==> config.mk <==
export PLATFORM = sky130hd
export DESIGN_NAME = ext_arbiter
export DESIGN_NICKNAME = d
export VERILOG_FILES = /design/src/rtl/ext_arbiter.sv
export SDC_FILE = /design/constraint.sdc
export NUM_CORES = 1
export LEC_CHECK = 0
export ABC_AREA = 1
export BUFFER_PORTS_ARGS = -buffer_cell sky130_fd_sc_hd__buf_2
export CORE_MARGIN = 8
export CORE_UTILIZATION = 45
export DETAILED_ROUTE_END_ITERATION = 7
export PLACE_DENSITY = 0.94
export SLEW_MARGIN = 20
export SYNTH_ARGS = -nofsm -noshare
export SYNTH_HDL_FRONTEND = slang
export SYNTH_SLANG_ARGS = --single-unit
export TNS_END_PERCENT = 20
==> constraint.sdc <==
create_clock -name clk -period 2 [get_ports clk]
set_input_delay 0.4 -clock clk [delete_from_list [all_inputs] [get_ports clk]]
set_output_delay 0.4 -clock clk [all_outputs]
set_load 0.03 [all_outputs]
==> src/rtl/ext_arbiter.sv <==
// ---------------------------------------------------------------------------
// ext_arbiter
//
// Shares one combinational immediate Extender between two requesters:
// requester 0 (decode stage) and requester 1 (branch-target unit). In the
// grant cycle the winner's mode/immediate are steered onto ext_mode /
// ext_imm16. The Extender's result (ext_imm32) is captured at the end of
// that cycle, together with the winner's id and a one-cycle acknowledge.
//
// Configuration macro:
//   EXT_ARB_RR_EN  defined   -> round robin on contention (the requester
//                               other than last_id wins)
//                  undefined -> requester 0 always wins on contention;
//                               last_id is still tracked
//
// Ports:
//   clk        in   1   system clock, rising edge
//   reset      in   1   synchronous active-high reset
//   req0/req1  in   1   request from requester 0 / 1
//   mode0/1    in   2   extender mode (01 zero-high, 10 sign, 11 zero-low,
//                       00 yields zero)
//   imm0/1     in   16  immediate to extend
//   stall      in   1   pipeline freeze, no grant while high
//   ext_mode   out  2   mode to the shared Extender (00 when no grant)
//   ext_imm16  out  16  immediate to the shared Extender (0 when no grant)
//   ext_imm32  in   32  combinational result from the shared Extender
//   ack0/ack1  out  1   registered one-cycle acknowledge to the winner
//   imm32_o    out  32  registered extended result
//   valid_o    out  1   imm32_o/id_o valid this cycle
//   id_o       out  1   requester index owning imm32_o
// ---------------------------------------------------------------------------
module ext_arbiter (
  input  logic        clk,
  input  logic        reset,
  input  logic        req0,
  input  logic        req1,
  input  logic [1:0]  mode0,
  input  logic [1:0]  mode1,
  input  logic [15:0] imm0,
  input  logic [15:0] imm1,
  input  logic        stall,
  output logic [1:0]  ext_mode,
  output logic [15:0] ext_imm16,
  input  logic [31:0] ext_imm32,
  output logic        ack0,
  output logic        ack1,
  output logic [31:0] imm32_o,
  output logic        valid_o,
  output logic        id_o
);

  typedef enum logic {
    SRC_DEC = 1'b0,
    SRC_BTU = 1'b1
  } src_e;

`ifdef EXT_ARB_RR_EN
  localparam bit FIXED_PRIO = 1'b0;
`else
  localparam bit FIXED_PRIO = 1'b1;
`endif

  src_e last_id;
  src_e winner;
  src_e rr_pick;
  logic elig0;
  logic elig1;
  logic grant;

  always_comb begin
    // A requester acked this cycle is masked, so a held request is seen as
    // a new one only from the following cycle.
    elig0 = req0 & ~ack0;
    elig1 = req1 & ~ack1;
    grant = ~reset & ~stall & (elig0 | elig1);

    rr_pick = (last_id == SRC_DEC) ? SRC_BTU : SRC_DEC;

    winner = SRC_DEC;
    if (elig0 && elig1) begin
      winner = FIXED_PRIO ? SRC_DEC : rr_pick;
    end else if (elig1) begin
      winner = SRC_BTU;
    end

    // grant is already low during reset, so the Extender inputs idle at zero.
    ext_mode  = '0;
    ext_imm16 = '0;
    if (grant) begin
      case (winner)
        SRC_DEC: begin
          ext_mode  = mode0;
          ext_imm16 = imm0;
        end
        SRC_BTU: begin
          ext_mode  = mode1;
          ext_imm16 = imm1;
        end
        default: begin
          ext_mode  = '0;
          ext_imm16 = '0;
        end
      endcase
    end
  end

  always_ff @(posedge clk) begin
    if (reset) begin
      ack0    <= 1'b0;
      ack1    <= 1'b0;
      valid_o <= 1'b0;
      imm32_o <= '0;
      id_o    <= 1'b0;
      last_id <= SRC_BTU;
    end else if (grant) begin
      ack0    <= (winner == SRC_DEC);
      ack1    <= (winner == SRC_BTU);
      valid_o <= 1'b1;
      imm32_o <= ext_imm32;
      id_o    <= winner;
      last_id <= winner;
    end else begin
      ack0    <= 1'b0;
      ack1    <= 1'b0;
      valid_o <= 1'b0;
    end
  end

endmodule
Word-level counts from Yosys, hierarchy flattened
Cells that the tools add are included.

operators by class
  reductions and logical operators = 2
  bitwise logic cells = 11
  muxes and demuxes = 7

operators by type and width
  kind                                    number
  16-bit one-hot mux with 2 select lines  1
  16-bit two-way mux                      1
  1-bit inverter                          6
  1-bit AND                               4
  2-bit one-hot mux with 2 select lines   1
  1-bit two-way mux                       3
  2-bit two-way mux                       1
  2-bit OR reduction                      1
  1-bit logical AND                       1
  1-bit OR                                1

word-level totals
  word-level logic and storage cells = 25
  bits of input ports = 73
  output and inout bits = 54
  register bits after elaboration = 36

Depth between registers and ports, before layout
  depth in word-level cells = 7
  gate-level depth with buffers = 8
  depth with buffers taken out = 6

Worst setup path before layout
No wires, ideal clock.

  kind = flip-flop to output port
  start point = register ack0
  end point = output port ext_imm16[10]
  data required time = 1.600 ns
  data arrival time = 1.526 ns
  slack = 0.074 ns
  buffers on the path = 2
  stages on the path, launching flop included = 7
  cell sequence = dfxtp_1 inv_2 nand2_2 buf_6 buf_4 nand3_1 a21oi_1

on the way
  longest elaborated chain between the ends = 7
  elaborated cells between the ends (all ways) = 9
  those cells by class = mux: 3; bitwise: 5; reduce/logical: 1

ends and longest elaborated chain
  element                                 line  text
  start, declared                         45    output logic ack0,
  start signal, assigned                  116   ack0 <= (winner == SRC_DEC);
  1-bit inverter (*)                      73    elig0 = req0 & ~ack0;
  1-bit AND (*)                           73
  1-bit logical AND                       80    if (elig0 && elig1) begin
  1-bit two-way mux                       80
  1-bit inverter                          90    case (winner)
  16-bit one-hot mux with 2 select lines  90
  16-bit two-way mux (*)                  89    if (grant) begin
  end, declared                           43    output logic [15:0] ext_imm16,

Mark *: on every way between the ends. The rest lies on a longest branch, timed or not.

Worst setup path in the final report
  start point = register ack0
  end point = output port ext_imm16[9]

Same word-level chain as after synthesis.

==> impl_results.md <==
* Outcome: completed
* CTS tree: yes
* Final ANT Viol Nets at 0
* CP arrival at 1510 ps
* Antenna cells at 0
* Clock transition at path regs at 60 ps
* Die Area at 6720 um^2
* Clock buffer depth at 2
* Vias in the first global route at 2022
* Core Footprint at 4260 um^2
* Reg2Reg Depth at 7
* CTS Sinks at 36
* Yosys cell types at 17
* Area leader, netlist: dfxtp_1
* DRT iter0 DRCs at 83
* Synth Flop Type: dfxtp_1
* CTS buffer count at 5
* Worst Max-Slew Pin Slew at 586 ps
* CP Capture Point: ext_imm16[9]
* VDD IR max at 0.000410 V
* Share of cells above drive strength 1 at 36.6%
* Relative slew slack at 61.0%
* CTS Root Buffer Type: clkbuf_8
* Die H at 82.0 um
* Final Setup Violations at 0
* Fin cells at 456
* R2r setup slk at 490 ps
* Power Total at 1750 uW
* Pre-antenna DRT Iters at 4
* Synth top area share at 36.8%
* Min Tclk post-route at 1910 ps
* RR Endpoint: imm32_o[16]
* Buffers on Ports at 126
* Synthesis-stage register bit count at 36
* Sequential area share after synthesis at 36.8%
* Pre-CTS WS at 156 ps
* Design Area, Final at 2630 um^2
* Worst setup SP type: flop
* Vias per cell at 4.78
* DRC Markers at 0
* Nets at 477
* Routed vias at 2178
* Synthesized area at 1960 um^2
* GR Util All Layers at 15.8%
* Final HPWL DP at 4160 um
* Final WL at 5750 um
* Syn Area/Cell at 6.73 um^2
* Tcrit/Tclk final at 95.5%
* HP Class: in -> reg
* Worst clock skew at 4.73 ps
* Final Worst Setup Slack at 89.6 ps
* Syn_nets at 364
* Pin count of the biggest net entering global routing at 67
* Area growth syn-to-layout at 34.2%
* Register area at 721 um^2
* Fmax at 0.523 GHz
* EDFF count, synth at 0
* WS Path Type: reg -> out
* Post-synthesis async set-or-reset flop share at 0%
* Dpl cells at 449
* Global route overflow at 0
* Initial Util at 45.9%
* Multi-input gate area at 906 um^2
* H-tree Lvls at 2
* Leakage at 0.00150 uW
* GP Congestion at 0.764
* Post-CTS Hold Fix Bufs at 0
* Cell row count at 24
* I/O pin count at 127
* First-pass GRT wire length at 8640 um
* Fillers at 407
* Area contributors post-synth: dfxtp_1, a21oi_1, nand3_1
* Power Dens Cells at 666 nW/um^2
* Max-Cap Viols at 0
* Mapped Cells at 291
* RSZ-0062 raised after global routing: true
* Clk Latency, worst-skew pair at 280 ps
* Chip width at 82.0 um
* Yosys warns at 0
* Post-synth top cells: a21oi_1, nand2_1, nand3_1
* CP Max Fanout at 19
* Final Hold Fails at 0
* Worst setup path start: ack0
* WL/cell at 12.6 um
* Area after DPL at 2500 um^2
* Pins Over Slew Limit at 0
* Worst EP required at 1600 ps
* Crit path capture type: output port
* Initial antenna violation count at 0
* Worst r2r src: ack0
* Final Util at 61.6%
[flip-flops by register name, summed over array words and instances, names as in the netlist]
| register | flops |
|---|---|
| ack1 | 1 |
| imm32_o | 32 |
| ack0 | 1 |
| valid_o | 1 |
| id_o | 1 |
[layout by cell type, fill, tap and decap left out]
cell      count
nor2_4        1
clkbuf_8      5
nand2_4       1
clkbuf_4      1
buf_12        2
nand3_1      51
a21oi_2       4
clkbuf_1      1
clkinv_2      1
nor2_1       34
buf_4         8
inv_2         1
inv_1        36
nand2_1      51
inv_4         1
dfxtp_1      36
buf_2       118
nand2_8       1
buf_8         1
a21oi_1      47
nand2_2       3
[kinds of logic (layout without fill, tap and decap cells)]
group	Yosys count	count (layout)	share of synthesized area, %
AOI/OAI and AO/OA	51	51	13.0
DFF	36	36	36.8
and+or+nand+nor	142	142	32.2
buffers and inverters	62	175	18.0
[worst max-delay path, cell delays in order, from the launching register on]
cell	delay (ps)
dfxtp_1	320
inv_2	60
nand2_2	110
buf_8	190
nand2_8	130
nand2_1	70
a21oi_1	130
buf_2	220
[worst min-delay path by stage]
stage,start,slack (ps),cells past startpoint,end
6_report,req0,400,3,ack0
4_1_cts,req0,390,3,ack0
3_5_place_dp,imm32_o[6],460,2,imm32_o[6]
5_1_grt,req0,420,3,ack0
3_3_place_gp,id_o,450,2,id_o
2_1_floorplan,req0,550,2,ack0
[layer usage]
| metal | share of wire (%) | vias to the layer above | track usage (%) | wire [um] |
|---|---|---|---|---|
| met5 | 0 | - | 0 | 0 |
| met4 | 0.83 | 0 | 4.56 | 48 |
| met3 | 13 | 8 | 6.46 | 758 |
| met2 | 48 | 88 | 27.5 | 2770 |
| met1 | 38 | 937 | 17.2 | 2180 |
| li1 | - | 1145 | - | - |
[metrics by stage]
| stage | TNS [ps] | hold WS, ps |
|---|---|---|
| 3_3_place_gp | 0 | 448 |
| 4_1_cts | 0 | 392 |
| 5_1_grt | -31.5 | 415 |
| 2_1_floorplan | 0 | 550 |
| 6_report | 0 | 395 |
| 3_5_place_dp | 0 | 465 |
[where the power goes]
part,internal (uW),leakage [uW],total [uW],switching (uW)
clock network,237,0.0000410,472,236
registers,762,0.000296,783,21.0
logic,177,0.00116,495,318
[what timing repair did]
action,CTS,global route
setup buffers,0,0
resized for setup,2,20
endpoints found under the setup margin,2,18
[cell type report]
cell class | instances | share of cell area [%]
multi-input cells | 193 | 34.5
flip-flops and latches | 36 | 27.4
repair buffers | 130 | 27.1
inverters | 38 | 5.52
clock buffers | 6 | 2.76
well taps | 52 | 2.48
clock inverters | 1 | 0.190
(Power assumes the default switching activity.)
